[config.mk]
export PLATFORM = sky130hd
export DESIGN_NAME = eim_bus_frontend
export DESIGN_NICKNAME = d
export VERILOG_FILES = /design/src/rtl/eim_bus_frontend.sv
export SDC_FILE = /design/constraint.sdc
export NUM_CORES = 1
export LEC_CHECK = 0
export ABC_CLOCK_PERIOD_IN_PS = 5100
export CAP_MARGIN = 20
export CORE_UTILIZATION = 40
export CTS_BUF_LIST = sky130_fd_sc_hd__clkbuf_4
export DETAILED_ROUTE_END_ITERATION = 6
export PLACE_DENSITY = 0.64
export SLEW_MARGIN = 40
export SYNTH_ARGS = -nofsm -noshare
export SYNTH_HDL_FRONTEND = slang
export SYNTH_SLANG_ARGS = --single-unit
[constraint.sdc]
create_clock -name clk -period 5.1 [get_ports clk]
set_input_delay 1.02 -clock clk [delete_from_list [all_inputs] [get_ports clk]]
set_output_delay 1.02 -clock clk [all_outputs]
set_load 0.01 [all_outputs]
[src/rtl/eim_bus_frontend.sv]
// eim_bus_frontend: synchronizes asynchronous EIM bus pins and turns CPU cycles into
// single-cycle write strobes and read requests, stretching reads with wait and a timeout.
module eim_bus_frontend #(
    parameter int SYNC_STAGES = 2,
    parameter int ADDR_W      = 8,
    parameter int DATA_W      = 8,
    parameter int RD_TIMEOUT  = 255
) (
    input  logic              clk,
    input  logic              rst_n,
    input  logic              eim_cs0_n,
    input  logic              eim_lba_n,
    input  logic              eim_wr_n,
    input  logic              eim_oe_n,
    input  logic [ADDR_W-1:0] da_in,
    output logic [DATA_W-1:0] da_out,
    output logic              da_oe,
    output logic              eim_wait_n,
    output logic [ADDR_W-1:0] bus_addr,
    output logic [DATA_W-1:0] wr_data,
    output logic              wr_en,
    output logic              rd_req,
    input  logic [DATA_W-1:0] rd_data,
    input  logic              rd_ack,
    output logic              err_timeout
);
    localparam int CNT_W = $clog2(RD_TIMEOUT + 1);

    typedef enum logic [2:0] {IDLE, ADDR, DATA, WR_HOLD, RD_WAIT, RD_DRIVE} state_t;

    logic [SYNC_STAGES-1:0][3:0]        strb_q, strb_d;
    logic [SYNC_STAGES-1:0][ADDR_W-1:0] da_q, da_d;
    logic [1:0]                         prev_q, prev_d;
    state_t                             state_q, state_d;
    logic [ADDR_W-1:0]                  addr_q, addr_d;
    logic [DATA_W-1:0]                  wdata_q, wdata_d, dout_q, dout_d;
    logic                               da_oe_q, da_oe_d, wr_en_q, wr_en_d, rd_req_q, rd_req_d;
    logic                               wait_n_q, wait_n_d, err_q, err_d;
    logic [CNT_W-1:0]                   cnt_q, cnt_d;
    logic [3:0]                         strb_s;
    logic [ADDR_W-1:0]                  da_s;
    logic                               cs_s, lba_s, wr_s, oe_s, lba_rise, wr_rise;

    assign strb_s   = strb_q[SYNC_STAGES-1];
    assign da_s     = da_q[SYNC_STAGES-1];
    assign cs_s     = strb_s[0];
    assign lba_s    = strb_s[1];
    assign wr_s     = strb_s[2];
    assign oe_s     = strb_s[3];
    assign lba_rise = lba_s & ~prev_q[0];
    assign wr_rise  = wr_s & ~prev_q[1];

    always_comb begin
        strb_d = {strb_q[SYNC_STAGES-2:0], {eim_oe_n, eim_wr_n, eim_lba_n, eim_cs0_n}};
        da_d   = {da_q[SYNC_STAGES-2:0], da_in};
        prev_d = {wr_s, lba_s};
    end

    always_comb begin
        state_d  = state_q;
        addr_d   = addr_q;
        wdata_d  = wdata_q;
        dout_d   = dout_q;
        da_oe_d  = da_oe_q;
        wr_en_d  = 1'b0;
        rd_req_d = 1'b0;
        wait_n_d = wait_n_q;
        err_d    = err_q;
        cnt_d    = cnt_q;
        // Deselect wins over everything and discards any half-finished cycle.
        if (state_q != IDLE && cs_s) begin
            state_d  = IDLE;
            da_oe_d  = 1'b0;
            wait_n_d = 1'b1;
            cnt_d    = '0;
        end else begin
            case (state_q)
                IDLE: if (!cs_s && !lba_s) begin
                    state_d = ADDR;
                    addr_d  = da_s;
                end
                ADDR: if (lba_rise) state_d = DATA;
                      else if (!lba_s) addr_d = da_s;
                DATA: if (!wr_s) begin
                    state_d = WR_HOLD;
                    wdata_d = da_s[DATA_W-1:0];
                end else if (!oe_s) begin
                    state_d  = RD_WAIT;
                    rd_req_d = 1'b1;
                    wait_n_d = 1'b0;
                    cnt_d    = '0;
                end
                WR_HOLD: if (wr_rise) begin
                    wr_en_d = 1'b1;
                    state_d = IDLE;
                end else if (!wr_s) wdata_d = da_s[DATA_W-1:0];
                RD_WAIT: if (rd_ack) begin
                    dout_d   = rd_data;
                    wait_n_d = 1'b1;
                    da_oe_d  = !oe_s;
                    state_d  = RD_DRIVE;
                end else if (cnt_q == CNT_W'(RD_TIMEOUT - 1)) begin
                    dout_d   = '1;
                    err_d    = 1'b1;
                    wait_n_d = 1'b1;
                    da_oe_d  = !oe_s;
                    state_d  = RD_DRIVE;
                end else cnt_d = cnt_q + CNT_W'(1);
                RD_DRIVE: if (oe_s) begin
                    state_d = IDLE;
                    da_oe_d = 1'b0;
                end
                default: state_d = IDLE;
            endcase
        end
    end

    always_ff @(posedge clk or negedge rst_n) begin
        if (!rst_n) begin
            strb_q   <= '1;
            da_q     <= '0;
            prev_q   <= '1;
            state_q  <= IDLE;
            addr_q   <= '0;
            wdata_q  <= '0;
            dout_q   <= '0;
            da_oe_q  <= 1'b0;
            wr_en_q  <= 1'b0;
            rd_req_q <= 1'b0;
            wait_n_q <= 1'b1;
            err_q    <= 1'b0;
            cnt_q    <= '0;
        end else begin
            strb_q   <= strb_d;
            da_q     <= da_d;
            prev_q   <= prev_d;
            state_q  <= state_d;
            addr_q   <= addr_d;
            wdata_q  <= wdata_d;
            dout_q   <= dout_d;
            da_oe_q  <= da_oe_d;
            wr_en_q  <= wr_en_d;
            rd_req_q <= rd_req_d;
            wait_n_q <= wait_n_d;
            err_q    <= err_d;
            cnt_q    <= cnt_d;
        end
    end

    assign da_out      = dout_q;
    assign da_oe       = da_oe_q;
    assign eim_wait_n  = wait_n_q;
    assign bus_addr    = addr_q;
    assign wr_data     = wdata_q;
    assign wr_en       = wr_en_q;
    assign rd_req      = rd_req_q;
    assign err_timeout = err_q;
endmodule

; After elaboration in Yosys (flattened, before gate mapping)
; Cells that the tools add are included.
[totals]
word_cells = 105
reg_bits = 66
inputBits = 23
out_inout_bits = 29
[classes]
n_reduce_logical = 20
add_sub_neg = 1
bitwise = 6
n_mux = 43
n_eq_ne = 20
[op_table]
columns = op, n
row1 = 2-to-1 mux 8 bit, 12
row2 = case mux 8 bit (2 select lines), 3
row3 = 2-to-1 mux 3 bit, 9
row4 = "!= test 3 bit, second input constant", 8
row5 = case mux 3 bit (6 select lines), 1
row6 = 2-to-1 mux 1 bit, 16
row7 = AND reduction 5 bit, 2
row8 = AND reduction 3 bit, 3
row9 = nonzero test 3 bit, 3
row10 = "adder 8 x 1 -> 8 bit, second input constant", 1
row11 = "== test 8 bit, second input constant", 1
row12 = "!= test 2 bit, second input constant", 4
row13 = "!= test 4 bit, second input constant", 2
row14 = AND reduction 4 bit, 2
row15 = "== test 3 x 2 -> 1 bit, second input constant", 2
row16 = "== test 3 bit, second input constant", 2
row17 = AND reduction 6 bit, 1
row18 = nonzero test 2 bit, 3
row19 = NOT 1 bit, 4
row20 = case mux 1 bit (2 select lines), 2
row21 = "== test 3 x 1 -> 1 bit, second input constant", 1
row22 = zero test 1 bit, 3
row23 = zero test 3 bit, 1
row24 = AND 1 bit, 2
row25 = logical AND 1 bit, 2

; Longest topological paths before layout
; Gate-level depths: netlist of the first run.
[logic_depth]
word_depth = 5
depth_mapped = 7
depth_no_buf = 7

; Worst setup path before layout of the first run
; No wires, ideal clock.
[synth_timing]
path_kind = register -> register
startpoint = register state_q[0]
endpoint = register state_q[0]
path_stages_with_launch = 7
path_buffers = 1
setup_ns = 0.128
required_time_ns = 4.972
arrival_time_ns = 1.828
period_less_slack_ns = 1.955
path_slack_ns = 3.145
cell_sequence = dfrtp_1 -> or4b_1 -> buf_2 -> a211oi_4 -> nor2_2 -> nand2_2 -> mux2_1
[synth_between]
elab_chain_cells = 4
word_cells_on_any_way = 17
classes_between = eq/ne: 11 / mux: 2 / reduce/logical: 4
[synth_rtl]
columns = element, line
row1 = "start, declared", 34  ; state_t state_q, state_d;
row2 = "start signal, assigned", 137  ; state_q <= state_d;
row3 = nonzero test 3 bit, 71  ; if (state_q != IDLE && cs_s) begin
row4 = logical AND 1 bit, 71
row5 = != test 4 bit (no source line) or != test 3 bit (tied branches), n/a
row6 = AND reduction 6 bit (no source line), n/a
; Several ways; a longest one is shown, not always the timed one.
; A chain may end at the register's enable or synchronous reset.

; Worst setup path after layout of the first run
[layout_timing]
startpoint = register wait_n_q (netlist: eim_wait_n)
endpoint = output eim_wait_n
[layout_rtl]
columns = element, line
row1 = "start, declared", 38  ; logic wait_n_q, wait_n_d, err_q, err_d;
row2 = "start signal, assigned", 144  ; wait_n_q <= wait_n_d;
row3 = "end, declared", 18  ; output logic eim_wait_n,
; No word-level cell between the ends.

==> results of run 1 <==
[area by class of cell]
class	instances	area [sq um]	area share, %
sequential	66	1670	51.5
multi-input combinational	110	811	25.1
clock buffer	9	67.6	2.09
timing repair buffer	52	517	16.0
inverter	5	18.8	0.581
clock inverter	6	58.8	1.82
tap	75	93.8	2.90
[path summary, 6_finish.rpt]
path / start / to / slack (ps) / cells past startpoint
min in group asynchronous: rst_n / da_s[7] / 660 / 2
worst max register to register: state_q[0] / state_q[0] / 2780 / 5
max in group asynchronous: rst_n / strb_s[1] / 4000 / 2
worst max-delay path: eim_wait_n / eim_wait_n / 2610 / 1
worst min register to register: da_d[14] / da_s[6] / 360 / 0
worst min-delay path: da_d[14] / da_s[6] / 360 / 0
[registers in the layout (all words and copies together), names as in the netlist]
signal / cells
bus_addr: 8
strb_d: 4
wr_data: 8
strb_s: 4
da_out: 8
rd_req: 1
prev_q: 2
da_s: 8
da_oe: 1
wr_en: 1
da_d: 8
cnt_q: 8
err_timeout: 1
state_q: 3
eim_wait_n: 1
[per-layer routing]
metal,global-route usage (%),up-vias
li1,-,782
met1,22.5,790
met4,8.04,0
met3,5.28,7
met2,21.8,41
met5,0,-
[stage by stage]
stage	total power, mW	cells	hold slack [ps]
after floorplan	0.910	186	331
after global routing	1.55	323	361
after CTS	1.48	323	363
after detailed placement	1.15	308	340
after global placement	1.14	308	331
final	1.46	323	360
[placed cells by master, fill, tap and decap left out, drive strengths merged, types with 5 or more instances in the layout]
master         count
nor2              11
o22a               9
nand2             14
clkbuf             9
dfstp             11
clkdlybuf4s50     50
a21oi              8
dfrtp             55
inv                5
mux2              18
o21ai              6
[power by group]
part           leakage [nW]  internal, mW  switching, mW  total (mW)
clock network        0.0652         0.143          0.181       0.324
registers             0.790         0.632         0.0807       0.712
logic                 0.513         0.267          0.159       0.426
[cells by family (layout without fill, tap and decap cells)]
logic type | count (synthesis) | count (layout)
flip-flops | 66 | 66
AND/OR/NAND/NOR | 51 | 51
AO/OA/AOI/OAI | 37 | 37
multiplexers | 19 | 19
buffers and inverters | 10 | 72
adder cells (fa/ha/maj) | 2 | 2
XOR/XNOR | 1 | 1
==> qor.yml, run 1 <==
status:
  result_of_the_run: "completed"
placed_design:
  finalWeightedCongestion: 0.804
  detailedPlace.worstSlack_ps: 2640
  place.port_buffers: 51
  dp_hpwl_um: 3020
  detailed_place.area_sq_um: 3100
route:
  met1Wirelength_um: 2190
  wl_met2_um: 2000
  drt-initial-drc-count: 114
  drt_first_pass_iters: 4
  drc: 0
  top_layer_used: "met4"
  dr_total_vias: 1620
  route.met3.wl_um: 228
  antenna_violating_nets_post_route: 0
  detail_route.vias_per_cell: 5.02
  totalWireLength_um: 4490
  avgRoutedWirePerCell_um: 13.9
critical_path:
  worst_ep_arrival_time_ps: 1470
  cpPeakStageDelay_ps: 540
  critical_path_buf_inv_count: 1
  worstSetupEndpointType: "output pin"
  crit_slowest_cell: "sky130_fd_sc_hd__dfstp_2"
  required_time_reported_for_the_critical_path_endpoint_ps: 4080
  critical_path.cell_chain: "clkdlybuf4s50_1"
  cp-start-kind: "flip-flop"
  crit_path_max_delay_family: "flip-flops"
  critical_path_peak_fanout: 2
  criticalPathCategory: "reg -> out"
sta:
  grt_setup_unrepaired: "false"
  finalCritPeriodShare_pct: 48.8
  timing.final.ws_setup_ps: 2610
  finalHoldViolations: 0
  slew_violations: 0
  maxSlewHeadroom_pct: 50.3
  max_clock_freq_ghz: 0.402
  layout_min_cycle_time_ps: 2490
  fin_tns_setup_ps: 0
  worst_pin_slew_ps: 736
  finClkSkew_ps: 14.7
  setup_violations: 0
global_routing:
  globalRouteTotalUtil_pct: 15.9
  grt_first_pass_wirelength_um: 7580
  grt_max_degree: 67
  via_count_of_the_first_global_routing_pass: 1617
  grt_antenna_before_repair: 0
  grt_overflow: 0
clock_tree:
  cts-buffers-inserted: 9
  cts.sink_count: 66
  clock_tree_from_tritoncts: "yes"
  cts_setup_buffers: 0
  ctsHoldBuffers: 0
  cts-root-buf: "sky130_fd_sc_hd__clkbuf_4"
  cts-htree-levels: 3
  clk_latency_ps: 410
  cts.path.max_buffers: 2
  clk_pin_slew_worst_paths_ps: 100
  cts.repair.resized: 0
synth:
  count_of_flip_flops_with_a_built_in_enable_after_synthesis: 0
  synth_async_sr_flop_share_pct: 100
  synth-compound-area-share_pct: 10.8
  ys.warnings.count: 0
  synth_most_common_cell: "sky130_fd_sc_hd__dfrtp_1"
  synth.top_cell.area_share_pct: 54.9
  postSynthRegisterBits: 66
  yosysSeqAreaShare_pct: 66.5
  synthesis.area_per_instance_sq_um: 13.5
  synth_cell_count_leaders: "sky130_fd_sc_hd__dfrtp_1, sky130_fd_sc_hd__mux2_2, sky130_fd_sc_hd__nand2_1, sky130_fd_sc_hd__dfstp_2, sky130_fd_sc_hd__o22a_1"
  synthesis.area_sq_um: 2510
  synthTopCellsByArea: "sky130_fd_sc_hd__dfrtp_1, sky130_fd_sc_hd__dfstp_2, sky130_fd_sc_hd__mux2_2"
  synth-simple-area-share_pct: 11.3
  combinational_family_with_the_most_area_after_synthesis: "simple AND/OR/NAND/NOR gates"
  synthesis.nets: 211
  yosys.area_share.adder_pct: 0.999
  synth_xor_area_share_pct: 0.349
  yosys_most_used_dff: "sky130_fd_sc_hd__dfrtp_1"
  syn_inst: 186
  netlist.top_cell.by_area: "sky130_fd_sc_hd__dfrtp_1"
  synth_mux_area_share_pct: 8.49
  synth.distinct_cells: 46
floorplanning:
  initial_core_util_pct: 41.8
  ios: 52
  die_area_sq_um: 6590
  number_of_rows_in_the_core_area: 28
  core_area_sq_um: 5990
  die_span_x_um: 81.2
  height_of_the_die_um: 81.2
power_and_ir_drop:
  ir_drop_mv: 0.230
  powerDensity_nw_per_um2: 453
  p_leak_nw: 1.37
finish:
  postLayoutCoreUtil_pct: 53.9
  antenna-diode-count: 0
  area_growth_syn_to_layout_pct: 29.0
  design_area_sq_um: 3230
  fillerInstances: 512
  layout.nets: 269
  layout_cells_sized_above_1_pct: 21.4
hold_path:
  hold_path.class: "reg -> reg"
job:
  max_cap_violations: 0
(Power assumes the default switching activity.)
==> run 2, diff against run 1 <==
- ABC_CLOCK_PERIOD_IN_PS: 5100 -> 2600
- clock period: 5.1 -> 2.6 ns (I/O delays scaled with it)
==> qor.yml, run 2 (same netlist as run 1, synthesis figures left out) <==
clock_tree:
  clk_latency_ps: 400
  cts.sink_count: 66
  cts.repair.resized: 0
  clk_pin_slew_worst_paths_ps: 110
  cts-htree-levels: 3
  ctsHoldBuffers: 1
  cts_setup_buffers: 0
  clock_tree_from_tritoncts: "yes"
  cts-buffers-inserted: 9
  cts-root-buf: "sky130_fd_sc_hd__clkbuf_4"
  cts.path.max_buffers: 2
sta:
  maxSlewHeadroom_pct: 67.8
  layout_min_cycle_time_ps: 2190
  fin_worst_hold_slack_ps: 351
  fin_tns_setup_ps: 0
  timing.final.ws_setup_ps: 409
  grt_setup_unrepaired: "false"
  finalHoldViolations: 0
  worst_pin_slew_ps: 480
  setup_violations: 0
  slew_violations: 0
  finClkSkew_ps: 12.1
  max_clock_freq_ghz: 0.456
  finalCritPeriodShare_pct: 84.3
floorplanning:
  die_area_sq_um: 6590
  height_of_the_die_um: 81.2
  number_of_rows_in_the_core_area: 28
  initial_core_util_pct: 41.8
  core_area_sq_um: 5990
  ios: 52
  die_span_x_um: 81.2
route:
  drc: 0
  antenna_violating_nets_post_route: 0
  drt_first_pass_iters: 4
  detail_route.vias_per_cell: 4.98
  totalWireLength_um: 4610
  drt-initial-drc-count: 67
  dr_total_vias: 1638
  avgRoutedWirePerCell_um: 14.0
placed_design:
  detailed_place.area_sq_um: 3140
  place.port_buffers: 51
  cells_after_dpl: 312
  detailedPlace.worstSlack_ps: 427
  finalWeightedCongestion: 0.871
  dp_hpwl_um: 3130
power_and_ir_drop:
  comb_power_share_pct: 30.1
  power_switching_mw: 0.844
  total_power_mw: 3.02
  internal_mw: 2.17
  p_leak_nw: 1.41
  ir_drop_mv: 0.643
  powerDensity_nw_per_um2: 912
  sw_share_pct: 28.0
  seq_power_share_pct: 44.7
  share_clk_of_total_power_pct: 25.2
finish:
  layout_commonest_cell: "sky130_fd_sc_hd__dfrtp_1"
  layout_cells_sized_above_1_pct: 22.8
  area_growth_syn_to_layout_pct: 32.0
  layout.nets: 274
  postLayoutCoreUtil_pct: 55.2
  multiInputGateArea_sq_um: 802
  design_area_sq_um: 3310
  most-common-layout-cells: "sky130_fd_sc_hd__dfrtp_1, sky130_fd_sc_hd__clkdlybuf4s50_1, sky130_fd_sc_hd__mux2_2"
  regArea_sq_um: 1670
  final_instance_count_without_filler_cells: 329
  antenna-diode-count: 0
  fillerInstances: 500
job:
  max_cap_violations: 0
global_routing:
  grt_first_pass_wirelength_um: 7650
  via_count_of_the_first_global_routing_pass: 1572
  grt_antenna_before_repair: 0
  globalRouteTotalUtil_pct: 16.2
  grt_overflow: 0
  grt_max_degree: 55
hold_path:
  hold_path.class: "reg -> reg"
critical_path:
  required_time_reported_for_the_critical_path_endpoint_ps: 2880
  worstSetupEndpointType: "flip-flop"
  critical_path_peak_fanout: 12
  cp-start-kind: "flip-flop"
  worst_ep_arrival_time_ps: 2470
  criticalPathCategory: "reg -> reg"
status:
  result_of_the_run: "completed"
[run 2: final cells by class]
type | count | share of cell area (%)
Clock buffer | 9 | 2.04
Clock inverter | 7 | 2.84
Inverter | 5 | 0.568
Multi-Input combinational cell | 110 | 24.3
Sequential cell | 66 | 50.4
Tap cell | 75 | 2.84
Timing Repair Buffer | 57 | 17.1
[run 2: per-layer routing]
metal  vias up  routed length (um)  track usage [%]
li1        796                   -                -
met1       799                2260             23.0
met2        33                2080             22.5
met3        10                 167             3.82
met4         0                 101             9.64
met5         -                   0                0
[run 2: worst max-delay path, stage by stage, from the launching register on]
cell,delay [ps]
sky130_fd_sc_hd__dfrtp_1,550
sky130_fd_sc_hd__or4b_1,650
sky130_fd_sc_hd__a211oi_4,350
sky130_fd_sc_hd__nor2_2,130
sky130_fd_sc_hd__nand2_2,80
sky130_fd_sc_hd__mux2_1,310
[run 2: path summary, 6_finish.rpt]
| check | startpoint | endpoint | slack [ps] | cells after the start |
|---|---|---|---|---|
| max | state_q[2] | da_oe | 410 | 5 |
| min | strb_d[4] | strb_s[0] | 350 | 0 |
| max reg2reg | state_q[2] | da_oe | 410 | 5 |
| min reg2reg | strb_d[4] | strb_s[0] | 350 | 0 |
| max in group asynchronous | rst_n | strb_d[7] | 1420 | 3 |
| min in group asynchronous | rst_n | da_d[15] | 530 | 2 |
[run 2: power by group through the flow]
stage	combinational [mW]	sequential [mW]	clock [mW]
after CTS	0.918	1.35	0.787
after global routing	0.983	1.38	0.832
after global placement	0.903	1.37	0
after floorplan	0.340	1.45	0
after detailed placement	0.916	1.37	0
final	0.907	1.35	0.759
==> patch 1: new RTL, settings of run 2 <==
`ADDR_W`: 8 -> 10.
--- a/src/rtl/eim_bus_frontend.sv
+++ b/src/rtl/eim_bus_frontend.sv
@@ -2,7 +2,7 @@
 // single-cycle write strobes and read requests, stretching reads with wait and a timeout.
 module eim_bus_frontend #(
     parameter int SYNC_STAGES = 2,
-    parameter int ADDR_W      = 8,
+    parameter int ADDR_W      = 10,
     parameter int DATA_W      = 8,
     parameter int RD_TIMEOUT  = 255
 ) (
Ports: changed (resized bus_addr and da_in); port bits go from 52 to 56. The function was not compared with the original's and may differ.
==> patch 1 against run 2 <==
Design area up 6.7%; area after synthesis up 6.8%; total power up 9.7%; sequential cell count up 6; wire length up 4.7%; highest routed layer unchanged; setup slack worse by 0.058 ns.
==> patch 1: results (changes against run 2) <==
* Status: finished clean
* Gr ovfl total at 0 (unchanged)
* Compound-cell area share of the yosys netlist at 10.1% (-0.69 points)
* Estimated wirelength of the detail-placed design at 3360 um (+7.1%)
* Final #Nets at 286 (+4.4%)
* Reg2reg setup slack at 0.35 ns (-0.06 ns)
* Top cells by count, synth: dfrtp_1 (61), mux2_2 (18), nand2_1 (14)
* Ys async rst share at 100% (unchanged)
* DRT Pass-1 Iters at 6 (+2)
* Largest net degree at the start of global routing at 38 (-31%)
* First-pass GRT wire length at 8340 um (+9.1%)
* Post-synthesis mux area share at 8.79% (+0.30 points)
* Vias post-DR at 1731 (+5.7%)
* Post-Route Skew at 0.0173 ns (+0.00520 ns)
* WL/cell at 14.2 um (+1.0%)
* RR Startpoint: state_q[1]
* Worst vdd rail ir drop at 0.000534 V (-17%)
* Max transition margin at 49.3% (-19 points)
* Leak at 1.51 nW (+6.9%)
* End of the worst register-to-register path: state_q[0]
* Initial antenna violation count at 0 (unchanged)
* Post-Synth XOR/XNOR Area at 0.327% (-0.022 points)
* Placer Congestion at 0.795 (-8.8%)
* Max incr delay on CP at 0.73 ns (+0.08 ns)
* Launch point of the worst path: state_q[1]
* Clock Path Buffers at 2 (unchanged)
* DRT iter0 DRCs at 116 (+73%)
* FF-to-FF path depth at 5 (unchanged)
* GRT Util Overall at 15.4% (-0.89 points)
* Arr. time, crit path at 2.53 ns (+0.06 ns)
* Synth area leaders: dfrtp_1 (57%), dfstp_2 (11%), mux2_2 (7.6%)
* Fillcell total at 523 (+4.6%)
* Synth Area in Adders at 0.935% (-0.063 points)
* Syn nets at 221 (+4.7%)
* Sequential element share of the synthesized area at 67.8% (+1.4 points)
* PortBufs at 55 (+7.8%)
* Layout cells sized above 1 at 22.0% (-0.86 points)
* Worst-Skew Late Latency at 0.40 ns (about the same)
* Post-synth cell types at 44 (-4.3%)
* Hold crit path type: in -> async
* Clock transition at the registers of the reported paths at 0.13 ns (+0.02 ns)
-- patch 1: cell count changes after synthesis --
cell	before	now
nand2_1	12	14
buf_1	1	0
dfrtp_1	55	61
buf_2	1	3
clkbuf_1	3	2
nand2_2	2	0
mux2_2	16	18
-- patch 1: cell type report --
cell class	instances	area (um^2)	area share (%)
clock buffer	10	75.1	2.13
timing repair buffer	59	588	16.7
clock inverter	6	115	3.26
multi-input combinational	112	820	23.2
inverter	5	18.8	0.532
tap	77	96.3	2.73
sequential	72	1820	51.5
-- patch 1: worst max-delay path: cells and delay by family (launching register included) --
kind | cells | cell delay [ns]
AOI/OAI and AO/OA | 1 | 0.37
DFF | 1 | 0.51
muxes | 1 | 0.31
and+or+nand+nor | 3 | 0.95
-- patch 1: cell families after synthesis --
| logic type | count (synthesis) |
|---|---|
| AO/OA/AOI/OAI | 37 |
| XOR/XNOR | 1 |
| adder cells (fa/ha/maj) | 2 |
| buffers and inverters | 10 |
| flip-flops | 72 |
| multiplexers | 21 |
| AND/OR/NAND/NOR | 51 |
-- patch 1: how the worst min path moves through the flow --
stage,slack (ns),to,cells after the start
after floorplan,0.22,bus_addr[0],0
after global placement,0.33,da_s[2],0
after detailed placement,0.34,da_s[2],0
after CTS,0.06,bus_addr[4],1
after global routing,0.08,bus_addr[7],1
final,0.07,bus_addr[7],1
-- patch 1: metrics by stage --
stage                     hold WS [ns]  std cells  power [W]  setup slack, ns  cell area, um^2
after floorplan                  0.224        194    0.00192            0.642             2680
after global placement           0.331        325    0.00242            0.433             3340
after detailed placement         0.336        325    0.00244            0.370             3340
after CTS                       0.0632        341    0.00336            0.348             3530
after global routing            0.0812        341    0.00348            0.239             3530
final                           0.0736        341    0.00331            0.351             3530
-- patch 1: power by group --
group          internal (W)  switching (W)  total (W)
combinational      0.000564       0.000365   0.000930
sequential          0.00135       0.000130    0.00148
clock              0.000505       0.000397   0.000902
-- patch 1: layer usage --
layer	part of all wire [%]	track usage (%)	up-vias	wire (um)
met5	0	0	-	0
met4	1.8	8.47	0	85
met3	4.3	3.66	10	206
met2	47	22.2	49	2270
met1	47	21.3	846	2270
li1	-	-	826	-
==> patch 2: new RTL, config.mk and constraints of run 2 <==
Made on the original files. Re-encode `state_t` (6 states) as one-hot, 6 bits wide.
--- a/src/rtl/eim_bus_frontend.sv
+++ b/src/rtl/eim_bus_frontend.sv
@@ -26,7 +26,7 @@
 );
     localparam int CNT_W = $clog2(RD_TIMEOUT + 1);
 
-    typedef enum logic [2:0] {IDLE, ADDR, DATA, WR_HOLD, RD_WAIT, RD_DRIVE} state_t;
+    typedef enum logic [5:0] {IDLE = 6'b000001, ADDR = 6'b000010, DATA = 6'b000100, WR_HOLD = 6'b001000, RD_WAIT = 6'b010000, RD_DRIVE = 6'b100000} state_t;
 
     logic [SYNC_STAGES-1:0][3:0]        strb_q, strb_d;
     logic [SYNC_STAGES-1:0][ADDR_W-1:0] da_q, da_d;
Formal check against the unedited RTL: same outputs for any inputs over 10 cycles, from zero or initial values and one cycle with rst_n low; not proved beyond that.
==> patch 2 against run 2 <==
Clock skew up 0.0018 ns; wire length up 8.1%; global-route usage down 0.35 points; design area up 5.6%; synthesized cell count up 7.5%; setup slack better by 0.14 ns; area after synthesis up 9.4%; sequential cell count up 3; count of clock-buffer cells in the layout up 1.
Power is not compared: it rests on default switching activity, and its combinational part moved more than twofold at a synthesized area within 25%.
==> patch 2: results (changes against run 2) <==
* Status: finished clean
* Placer Congestion at 0.828 (-5.0%)
* Layout clock area frac at 4.19% (-0.69 points)
* Area grow syn2layout at 27.4%
* DRT Pass-1 Iters at 6 (+2)
* Post-DR vias/cell at 5.23 (+4.9%)
* End of the worst register-to-register path: bus_addr[7]
* WL/cell at 14.6 um (+4.0%)
* Register bit total from synthesis at 69 (+4.5%)
* Metal2 WL at 2360 um (+14%)
* Post-synthesis mux area share at 6.57% (-1.9 points)
* Finished Layout Cells at 342 (+4.0%)
* M1 GR Usage at 20.1% (-2.9 points)
* FF-to-FF path depth at 4 (-1)
* Estimated wirelength of the detail-placed design at 3400 um (+8.3%)
* Syn nets at 225 (+6.6%)
* Cells after synthesis at 200 (+7.5%)
* Final #Nets at 285 (+4.0%)
* Hold crit path type: in -> async
* Sequential cell area share at 49.9% (-0.50 points)
* NonClk Buf Share at 15.5% (-1.6 points)
* Clkbuf count at 10 (+1)
* Arr. time, crit path at 2.36 ns (-0.11 ns)
* Fillcell total at 558 (+12%)
* Top cells by count, synth: dfrtp_1 (57), mux2_2 (16), dfstp_2 (12)
* Max FO, Critical Path at 9 (-3)
* DRT iter0 DRCs at 108 (+61%)
* Post-synth cell types at 50 (+8.7%)
* Worst-Skew Late Latency at 0.42 ns (+0.02 ns)
* Wl on met1 at 2350 um (+3.8%)
* Post-Route Skew at 0.0139 ns (+0.00179 ns)
* Met3 usage at 6.69% (+2.9 points)
* Multi-input combinational cell count at 119 (+8.2%)
* Post-Synth XOR/XNOR Area at 0.958% (+0.61 points)
* Largest net degree at the start of global routing at 70 (+27%)
* Vias in the first global route at 1847 (+17%)
* DR WL met3 at 198 um (+19%)
[patch 2: cell types whose count changed after synthesis, moves of 3 or more]
cell      delta
nand2_1      -4
a31oi_1      +5
nand4b_1     +3
nor2_2       -3
nand2b_1     +3
a21oi_1      -5
a21o_1       +4
[patch 2: critical path, stage by stage, from the launching register on]
cell	delay (ns)
dfrtp_1	0.54
nor4_4	0.34
nand2b_1	0.18
a211oi_4	0.50
mux2_2	0.39
[patch 2: worst max-delay path by stage]
stage               slack, ns           to  startpoint
finish                   0.55  bus_addr[7]  state_q[2]
global route             0.38   wr_data[3]  state_q[1]
CTS                      0.51  bus_addr[7]  state_q[2]
detailed placement       0.54  bus_addr[4]  state_q[2]
global placement         0.54  bus_addr[4]  state_q[2]
floorplan                0.80  bus_addr[0]  state_q[2]
[patch 2: report_power, final]
group          total, W  switching [W]  internal [W]
Sequential      0.00118      0.0000364       0.00114
Clock          0.000700       0.000388      0.000312
Combinational  0.000239      0.0000956      0.000144
Total           0.00212       0.000520       0.00160
